==> src/rtl/ret_stack_ctrl_if.sv <==
`default_nettype none
// ============================================================================
//  Module      : ret_stack_ctrl_if
//  Description : Fetch/commit side bundle of the return-address stack.
//                The master drives push/pop/commit/flush requests and
//                observes the prediction and status outputs.
//  Revision    : 1.0 - initial release
// ============================================================================
interface ret_stack_ctrl_if #(
   parameter int ADDR_W = 32,
   parameter int PTR_W  = 4
);
   logic              push_valid_i;
   logic [ADDR_W-1:0] push_addr_i;
   logic              pop_valid_i;
   logic              commit_push_i;
   logic              commit_pop_i;
   logic              flush_i;
   logic              pred_valid_o;
   logic [ADDR_W-1:0] pred_addr_o;
   logic [PTR_W:0]    count_o;
   logic              empty_o;
   logic              full_o;
   logic              overflow_o;
   logic              underflow_o;

   modport master (
      output push_valid_i, push_addr_i, pop_valid_i,
             commit_push_i, commit_pop_i, flush_i,
      input  pred_valid_o, pred_addr_o, count_o,
             empty_o, full_o, overflow_o, underflow_o
   );

   modport slave (
      input  push_valid_i, push_addr_i, pop_valid_i,
             commit_push_i, commit_pop_i, flush_i,
      output pred_valid_o, pred_addr_o, count_o,
             empty_o, full_o, overflow_o, underflow_o
   );
endinterface
`default_nettype wire

==> src/rtl/ret_stack_ctrl.sv <==
`default_nettype none
// ============================================================================
//  Module      : ret_stack_ctrl
//  Description : Speculative return-address stack with a committed shadow
//                pointer/depth. Flush restores the speculative view from the
//                committed one; entry storage is shared by both views.
//  Revision    : 1.0 - initial release
// ============================================================================
module ret_stack_ctrl #(
   parameter int                DEPTH      = 16,
   parameter int                PTR_W      = 4,
   parameter int                ADDR_W     = 32,
   parameter logic [ADDR_W-1:0] EMPTY_ADDR = 32'hF000_0000
) (
   input  logic             clk,
   input  logic             reset,
   ret_stack_ctrl_if.slave  bus
);

   localparam logic [PTR_W:0]   c_depth   = (PTR_W+1)'(DEPTH);
   localparam logic [PTR_W:0]   c_cnt_one = (PTR_W+1)'(1);
   localparam logic [PTR_W-1:0] c_ptr_one = PTR_W'(1);
   localparam logic [PTR_W-1:0] c_ptr_top = PTR_W'(DEPTH - 1);

   logic [ADDR_W-1:0] r_entry [DEPTH];
   logic [PTR_W-1:0]  r_spec_tos,   w_spec_tos_nxt;
   logic [PTR_W:0]    r_spec_cnt,   w_spec_cnt_nxt;
   logic [PTR_W-1:0]  r_commit_tos, w_commit_tos_nxt;
   logic [PTR_W:0]    r_commit_cnt, w_commit_cnt_nxt;
   logic              w_wr_en;
   logic [PTR_W-1:0]  w_wr_idx;
   logic              w_overflow_nxt, w_underflow_nxt;
   logic              r_overflow, r_underflow;

   // Committed pointer/depth update; simultaneous push and pop cancel out
   always_comb begin
      w_commit_tos_nxt = r_commit_tos;
      w_commit_cnt_nxt = r_commit_cnt;
      if (bus.commit_push_i && !bus.commit_pop_i) begin
         w_commit_tos_nxt = r_commit_tos + c_ptr_one;
         if (r_commit_cnt != c_depth)
            w_commit_cnt_nxt = r_commit_cnt + c_cnt_one;
      end else if (bus.commit_pop_i && !bus.commit_push_i && (r_commit_cnt != '0)) begin
         w_commit_tos_nxt = r_commit_tos - c_ptr_one;
         w_commit_cnt_nxt = r_commit_cnt - c_cnt_one;
      end
   end

   // Speculative pointer/depth update, entry write request and status pulses
   always_comb begin
      w_spec_tos_nxt  = r_spec_tos;
      w_spec_cnt_nxt  = r_spec_cnt;
      w_wr_en         = 1'b0;
      w_wr_idx        = r_spec_tos + c_ptr_one;
      w_overflow_nxt  = 1'b0;
      w_underflow_nxt = 1'b0;
      if (bus.flush_i) begin
         // Restore from the committed view including this cycle's commits
         w_spec_tos_nxt = w_commit_tos_nxt;
         w_spec_cnt_nxt = w_commit_cnt_nxt;
      end else if (bus.push_valid_i && bus.pop_valid_i && (r_spec_cnt != '0)) begin
         // Coroutine return+call: replace the top in place
         w_wr_en  = 1'b1;
         w_wr_idx = r_spec_tos;
      end else if (bus.push_valid_i) begin
         // Covers push+pop on an empty stack, which degrades to a push
         w_wr_en        = 1'b1;
         w_spec_tos_nxt = r_spec_tos + c_ptr_one;
         if (r_spec_cnt == c_depth)
            w_overflow_nxt = !bus.pop_valid_i;
         else
            w_spec_cnt_nxt = r_spec_cnt + c_cnt_one;
      end else if (bus.pop_valid_i) begin
         if (r_spec_cnt != '0) begin
            w_spec_tos_nxt = r_spec_tos - c_ptr_one;
            w_spec_cnt_nxt = r_spec_cnt - c_cnt_one;
         end else begin
            w_underflow_nxt = 1'b1;
         end
      end
   end

   // Pointer, depth and pulse registers
   always_ff @(posedge clk or posedge reset) begin
      if (reset) begin
         r_spec_tos   <= c_ptr_top;
         r_spec_cnt   <= '0;
         r_commit_tos <= c_ptr_top;
         r_commit_cnt <= '0;
         r_overflow   <= 1'b0;
         r_underflow  <= 1'b0;
      end else begin
         r_spec_tos   <= w_spec_tos_nxt;
         r_spec_cnt   <= w_spec_cnt_nxt;
         r_commit_tos <= w_commit_tos_nxt;
         r_commit_cnt <= w_commit_cnt_nxt;
         r_overflow   <= w_overflow_nxt;
         r_underflow  <= w_underflow_nxt;
      end
   end

   // Entry storage; only speculative pushes write it
   always_ff @(posedge clk or posedge reset) begin
      if (reset) begin
         for (int i = 0; i < DEPTH; i++)
            r_entry[i] <= EMPTY_ADDR;
      end else if (w_wr_en) begin
         r_entry[w_wr_idx] <= bus.push_addr_i;
      end
   end

   assign bus.pred_valid_o = (r_spec_cnt != '0);
   assign bus.pred_addr_o  = bus.pred_valid_o ? r_entry[r_spec_tos] : EMPTY_ADDR;
   assign bus.count_o      = r_spec_cnt;
   assign bus.empty_o      = (r_spec_cnt == '0);
   assign bus.full_o       = (r_spec_cnt == c_depth);
   assign bus.overflow_o   = r_overflow;
   assign bus.underflow_o  = r_underflow;

endmodule
`default_nettype wire

==> src/flat_wrapper.sv <==
// flat-port wrapper written by rule: the top's interface ports become plain ports
module ret_stack_ctrl_flat 
#(
   parameter int                DEPTH      = 16,
   parameter int                PTR_W      = 4,
   parameter int                ADDR_W     = 32,
   parameter logic [ADDR_W-1:0] EMPTY_ADDR = 32'hF000_0000
)
  (clk, reset, bus_push_valid_i, bus_push_addr_i, bus_pop_valid_i, bus_commit_push_i, bus_commit_pop_i, bus_flush_i, bus_pred_valid_o, bus_pred_addr_o, bus_count_o, bus_empty_o, bus_full_o, bus_overflow_o, bus_underflow_o);
  ret_stack_ctrl_if #(.ADDR_W(ADDR_W), .PTR_W(PTR_W)) bus_i ();
  input  logic clk;
  input  logic reset;
  input wire logic [$bits(bus_i.push_valid_i)-1:0] bus_push_valid_i;
  input wire logic [$bits(bus_i.push_addr_i)-1:0] bus_push_addr_i;
  input wire logic [$bits(bus_i.pop_valid_i)-1:0] bus_pop_valid_i;
  input wire logic [$bits(bus_i.commit_push_i)-1:0] bus_commit_push_i;
  input wire logic [$bits(bus_i.commit_pop_i)-1:0] bus_commit_pop_i;
  input wire logic [$bits(bus_i.flush_i)-1:0] bus_flush_i;
  output wire logic [$bits(bus_i.pred_valid_o)-1:0] bus_pred_valid_o;
  output wire logic [$bits(bus_i.pred_addr_o)-1:0] bus_pred_addr_o;
  output wire logic [$bits(bus_i.count_o)-1:0] bus_count_o;
  output wire logic [$bits(bus_i.empty_o)-1:0] bus_empty_o;
  output wire logic [$bits(bus_i.full_o)-1:0] bus_full_o;
  output wire logic [$bits(bus_i.overflow_o)-1:0] bus_overflow_o;
  output wire logic [$bits(bus_i.underflow_o)-1:0] bus_underflow_o;
  assign bus_i.push_valid_i = bus_push_valid_i;
  assign bus_i.push_addr_i = bus_push_addr_i;
  assign bus_i.pop_valid_i = bus_pop_valid_i;
  assign bus_i.commit_push_i = bus_commit_push_i;
  assign bus_i.commit_pop_i = bus_commit_pop_i;
  assign bus_i.flush_i = bus_flush_i;
  assign bus_pred_valid_o = bus_i.pred_valid_o;
  assign bus_pred_addr_o = bus_i.pred_addr_o;
  assign bus_count_o = bus_i.count_o;
  assign bus_empty_o = bus_i.empty_o;
  assign bus_full_o = bus_i.full_o;
  assign bus_overflow_o = bus_i.overflow_o;
  assign bus_underflow_o = bus_i.underflow_o;
  ret_stack_ctrl #(.DEPTH(DEPTH), .PTR_W(PTR_W), .ADDR_W(ADDR_W), .EMPTY_ADDR(EMPTY_ADDR)) u_core (.clk(clk), .reset(reset), .bus(bus_i));
endmodule
==> config.mk <==
export PLATFORM = sky130hd
export DESIGN_NAME = ret_stack_ctrl_flat
export DESIGN_NICKNAME = d
export VERILOG_FILES = /design/src/rtl/ret_stack_ctrl_if.sv /design/src/rtl/ret_stack_ctrl.sv /design/src/flat_wrapper.sv
export SDC_FILE = /design/constraint.sdc
export NUM_CORES = 1
export LEC_CHECK = 0
export ABC_AREA = 1
export BUFFER_PORTS_ARGS = -buffer_cell sky130_fd_sc_hd__buf_2
export CORE_ASPECT_RATIO = 1.2
export CORE_MARGIN = 2
export CORE_UTILIZATION = 25
export CTS_BUF_LIST = sky130_fd_sc_hd__clkbuf_2 sky130_fd_sc_hd__clkbuf_4 sky130_fd_sc_hd__clkbuf_8
export DETAILED_ROUTE_END_ITERATION = 16
export GPL_ROUTABILITY_DRIVEN = 0
export GPL_TIMING_DRIVEN = 0
export HOLD_SLACK_MARGIN = 0.03
export SYNTH_ARGS = -nofsm -noshare
export SYNTH_HDL_FRONTEND = slang
export SYNTH_SLANG_ARGS = --single-unit
==> constraint.sdc <==
create_clock -name clk -period 28.6 [get_ports clk]
set_clock_uncertainty 0.15 [all_clocks]
set_input_delay 5.72 -clock clk [delete_from_list [all_inputs] [get_ports clk]]
set_output_delay 5.72 -clock clk [all_outputs]
set_load 0.03 [all_outputs]
* After elaboration in Yosys (flattened, before gate mapping) *
Index checks and enable logic that the tools add are counted.

operators by class
  shift-type cells = 0
  reduce and logical (&&, ||, !) cells = 16
  eq/ne operators = 4
  multiply operators = 0
  add/subtract/negate cells = 8
  $lt $le $gt $ge = 3
  mux-type cells = 37
  divide/modulo/power cells = 0
  bitwise logic cells = 2

operators by type and width
  cell                   count
  $bwmux W512            1
  $bmux W32 S4           1
  $demux W32 S4          1
  $mux W32               4
  $mux W5                9
  $mux W4                9
  $mux W1                12
  $add A5 B1 Y5 const B  2
  $ge A5 B5 Y1 const B   2
  $not A4 Y5             2
  $reduce_bool A5 Y1     2
  $sub A5 B1 Y5 const B  2
  $add A4 B1 Y4 const B  2
  $sub A4 B1 Y4 const B  2
  $logic_and A1 B1 Y1    6
  $reduce_bool A3 Y1     2
  $eq A5 B5 Y1 const B   1
  $logic_not A5 Y1       1
  $lt A5 B1 Y1 const B   1
  $ne A5 B5 Y1 const B   1
  $reduce_and A4 Y1      1
  $logic_not A1 Y1       3
  $ne A3 B3 Y1 const B   1
  $reduce_and A3 Y1      1
  $ne A2 B2 Y1 const B   1

word-level totals
  memory bits (read-only) = 0
  bits in registers = 532
  output and inout port bits = 42
  latch bits = 0
  input port bits = 39
  memories kept = 0
  memory bits (writable) = 0

* Logic depth before layout (Yosys ltp) *
  word-level depth = 10
  gate-level depth with buffers = 13
  gate-level depth less buffers = 11

* Worst setup path after synthesis *
Ideal clock, no wire load.

  path kind = reg2out
  start = reg u_core.r_spec_tos[0]
  end = out bus_pred_addr_o[13]
  slack = 20,601 ps
  path buffers = 4
  cell stages (with the launch flop) = 9
  data required time = 22,730 ps
  data arrival time = 2,129 ps
  cell sequence = dfstp_2 > buf_2 > buf_2 > buf_2 > clkbuf_1 > nor2_1 > o211ai_1 > nand3_1 > a21oi_1

on the way
  cells in the longest elaborated chain, start to end = 5

RTL lines
  element                                       RTL line               RTL
  start: declaration                            ret_stack_ctrl.sv:26   logic [PTR_W-1:0] r_spec_tos, w_spec_tos_nxt;
  start signal: assignment                      ret_stack_ctrl.sv:86   r_spec_tos <= c_ptr_top;
  start signal: assignment                      ret_stack_ctrl.sv:93   r_spec_tos <= w_spec_tos_nxt;
  $not A4 Y5 (not written as such)              ret_stack_ctrl.sv:113  assign bus.pred_addr_o = bus.pred_valid_o ? r_entry[r_spec_tos] : EMPTY_ADDR;
  $bmux W32 S4                                  ret_stack_ctrl.sv:113
  $mux W32 (not written as such) (2 in series)  ret_stack_ctrl.sv:113
  $mux W32                                      ret_stack_ctrl.sv:113
  end: declaration                              flat_wrapper.sv:20     output wire logic [$bits(bus_i.pred_addr_o)-1:0] bus_pred_addr_o;

No other way between the ends. The select of a mux whose other input is x is not followed.

* Final worst setup path *
  start = reg u_core.r_spec_tos[0]
  end = out bus_pred_addr_o[7]

The elaborated chain is that of the path after synthesis.

==> impl_metrics.csv <==
group,metric,value,unit
status,status,"complete, no violations",
critical_path,critPathRequiredTime,22730,ps
placement,dp_slack,18800,ps
floorplanning,die_x,302,um
worst_hold_path,hold_end,"u_core.r_entry[380]",
power,net-switching-power,2010,uW
timing,hold_ws,310,ps
layout,final_common_cell,"nand2_1",
synth,synth.avg_cell_area,7.57,um^2
floorplanning,die_y,361,um
power,ir_drop,0.107,mV
power,pwr-share-clk,19.8,%
cts,cts_buffers,95,
floorplanning,die-area,0.109,mm^2
floorplanning,rows,131,
layout,layout.nets,3710,
global_route,antenna_found_initial,13,
cts,holdBufCountCts,0,
routing,wl_per_cell,22.1,um
critical_path,path_max_fanout,10,
routing,wl,114000,um
layout,final_cell_mix,"nand2_1 (1307), nand3_1 (637), dfrtp_1 (460), nor2_1 (249), clkbuf_1 (203)",
routing,routed-via-count,26600,
global_route,grt_pass1_vias,25200,
routing,vias_per_cell,5.17,
synth,ys_types,29,
critical_path,endpoint_kind,"output pin",
timing,finalCriticalPeriod,11010,ps
timing,final-setup-viol-count,0,
critical_path,path_class,"reg2out",
flow_run,drv_cap,0,
timing,finalCritPeriodShare,38.5,%
cts,cts.sinks,532,
synth,ys_ff_latch,532,
synth,synth_fp_nets,3563,
critical_path,rrSetupSlack,24110,ps
timing,hold_viol,0,
timing,slew_headroom,18.2,%
placement,place_hpwl,81800,um
synth,ys_seq_area_share,50.4,%
synth,syn-cell-area,0.0266,mm^2
critical_path,r2r-start,"u_core.r_spec_tos[0]",
global_route,grtUsageTotal,20.4,%
cts,clockBufferDepth,3,
power,power_frac_seq,31.7,%
global_route,grt_start_max_net_pins,122,
power,netSwitchingFraction,49.6,%
power,power.density,132,mW/mm^2
worst_hold_path,hold_depth,2,
global_route,overflow,0,
routing,dr.first_iter.drc_count,3305,
cts,path_clk_slew,60,ps
critical_path,reg2regPathDepth,13,
timing,fmax,90.9,MHz
critical_path,crit_chain,"buf_2, clkinv_1, clkbuf_1, clkbuf_1, o21ai_0, o221ai_1, nand3_1, a21oi_1, buf_2",
cts,clk_latency,750,ps
cts,htree_levels,3,
floorplanning,core_area,0.106,mm^2
timing,drv_slew,0,
cts,clock-root-buffer,"clkbuf_8",
timing,worst_slack,17590,ps
worst_hold_path,hold_path.class,"reg2reg",
critical_path,slowest_stage,"clkbuf_1",
power,comb_power_share,48.4,%
cts,cts_tree,"built",
synth,ys_warn_count,0,
layout,syn2layout_area_growth,16.0,%
global_route,grt_pass1_wl,165000,um
timing,tns,0,ps
cts,cts_setup_buffers,0,
routing,drc,0,
critical_path,arrival,5140,ps
worst_hold_path,hp-start,"u_core.r_entry[380]",
power,power.leakage,0.0153,uW
synth,postSynthCellCount,3514,
routing,dr.pass1.iters,7,
critical_path,start_kind,"flip-flop",
floorplanning,initial_core_util,25.1,%
floorplanning,num_io_pins,81,
critical_path,r2r-end,"u_core.r_entry[63]",
timing,grt_setup_unrepaired,"false",
critical_path,max_stage_delay,880,ps
timing,worst_pin_slew,1230,ps
routing,ant_nets,0,
power,p_int,2050,uW
cts,post_cts_resized,0,
placement,io_buffer_count,46,
layout,drive_above_1_share,12.0,%
==> cells by family (layout without fill, tap and decap cells) <==
| kind of cell | after synthesis | after routing | synth area share (%) |
|---|---|---|---|
| xor gates and xnor gates | 9 | 9 | 0.296 |
| and+or+nand+nor | 2214 | 2214 | 34.7 |
| AOI/OAI and AO/OA | 376 | 376 | 8.25 |
| DFF | 532 | 532 | 50.4 |
| other | 0 | 4 | 0 |
| buffers and inverters | 373 | 603 | 5.93 |
| adders and majority gates | 10 | 10 | 0.499 |
==> final cells by class <==
cell class,count,area [um^2]
fillers,11700,75000
flip-flops and latches,532,13400
multi-input cells,2609,11600
clock buffers,170,2050
well taps,1396,1750
plain buffers,339,1450
repair buffers,50,340
inverters,34,135
clock inverters,10,109
diodes,4,10.0
==> worst max-delay path, delay by kind of cell, from the launching register on <==
family	cells	cell delay [ps]
AO/OA/AOI/OAI	3	1480
flip-flops	1	370
buffers and inverters	5	2300
AND/OR/NAND/NOR	1	200
==> metrics by stage <==
step	area, um^2	util (%)	power, uW	std cells
final	30900	29.2	4060	5144
after global routing	30900	29.1	4240	5141
after CTS	30900	29.1	3990	5140
after detailed placement	28700	27.1	3180	4960
after global placement	28600	27.0	3160	4956
after floorplan	26600	-	2390	3514
==> worst max path at each step <==
stage                               from                    end  cells after the start
floorplan                          reset  u_core.bus.count_o[0]                      1
global placement                   reset    u_core.r_entry[141]                      2
detailed placement  u_core.r_spec_tos[0]     bus_pred_addr_o[6]                      9
CTS                 u_core.r_spec_tos[0]     bus_pred_addr_o[7]                      9
global route        u_core.r_spec_tos[1]     bus_pred_addr_o[7]                      8
finish              u_core.r_spec_tos[0]     bus_pred_addr_o[7]                      9
==> flip-flops by register name, summed over array words and instances (netlist names) <==
signal	count
u_core.bus.overflow_o	1
u_core.r_commit_cnt	5
u_core.r_commit_tos	4
u_core.bus.count_o	5
u_core.r_spec_tos	4
u_core.bus.underflow_o	1
u_core.r_entry	512
==> power groups by stage <==
stage / combinational (uW) / sequential (uW) / clock, uW
after floorplan: 1150 / 1240 / 0
after global placement: 1870 / 1290 / 0
after detailed placement: 1890 / 1290 / 0
after CTS: 1890 / 1280 / 811
after global routing: 2080 / 1320 / 843
final: 1970 / 1290 / 805
==> synthesized netlist by cell type <==
cell,n,area (um^2)
a21oi_1,93,465
a31oi_1,1,6.26
buf_1,9,33.8
buf_2,120,601
buf_4,7,52.6
clkbuf_1,203,762
clkinv_1,2,7.51
dfrtp_1,460,11500
dfstp_2,72,1890
fa_1,1,20.0
ha_1,9,113
inv_1,28,105
inv_2,4,15.0
nand2_1,1307,4910
nand2_2,1,6.26
nand3_1,637,3190
nand3_2,4,40.0
nand4_1,6,37.5
nor2_1,249,935
nor2_2,2,12.5
nor2_4,6,67.6
nor2_8,1,20.0
nor3_1,1,5.00
o211ai_1,30,225
o21ai_0,180,901
o221ai_1,44,385
o31ai_1,28,210
xnor2_1,1,8.76
xor2_1,8,70.1
==> per-layer routing <==
metal / vias to the layer above / part of all wire, % / track usage [%] / routed length, um
met5: - / 0.085 / 0.314 / 97
met4: 10 / 8.6 / 15.7 / 9790
met3: 390 / 9.5 / 4.34 / 10800
met2: 1523 / 43 / 30.5 / 49200
met1: 12900 / 39 / 25.6 / 44000
li1: 11800 / - / - / -
Power figures use the tool's default switching activity.
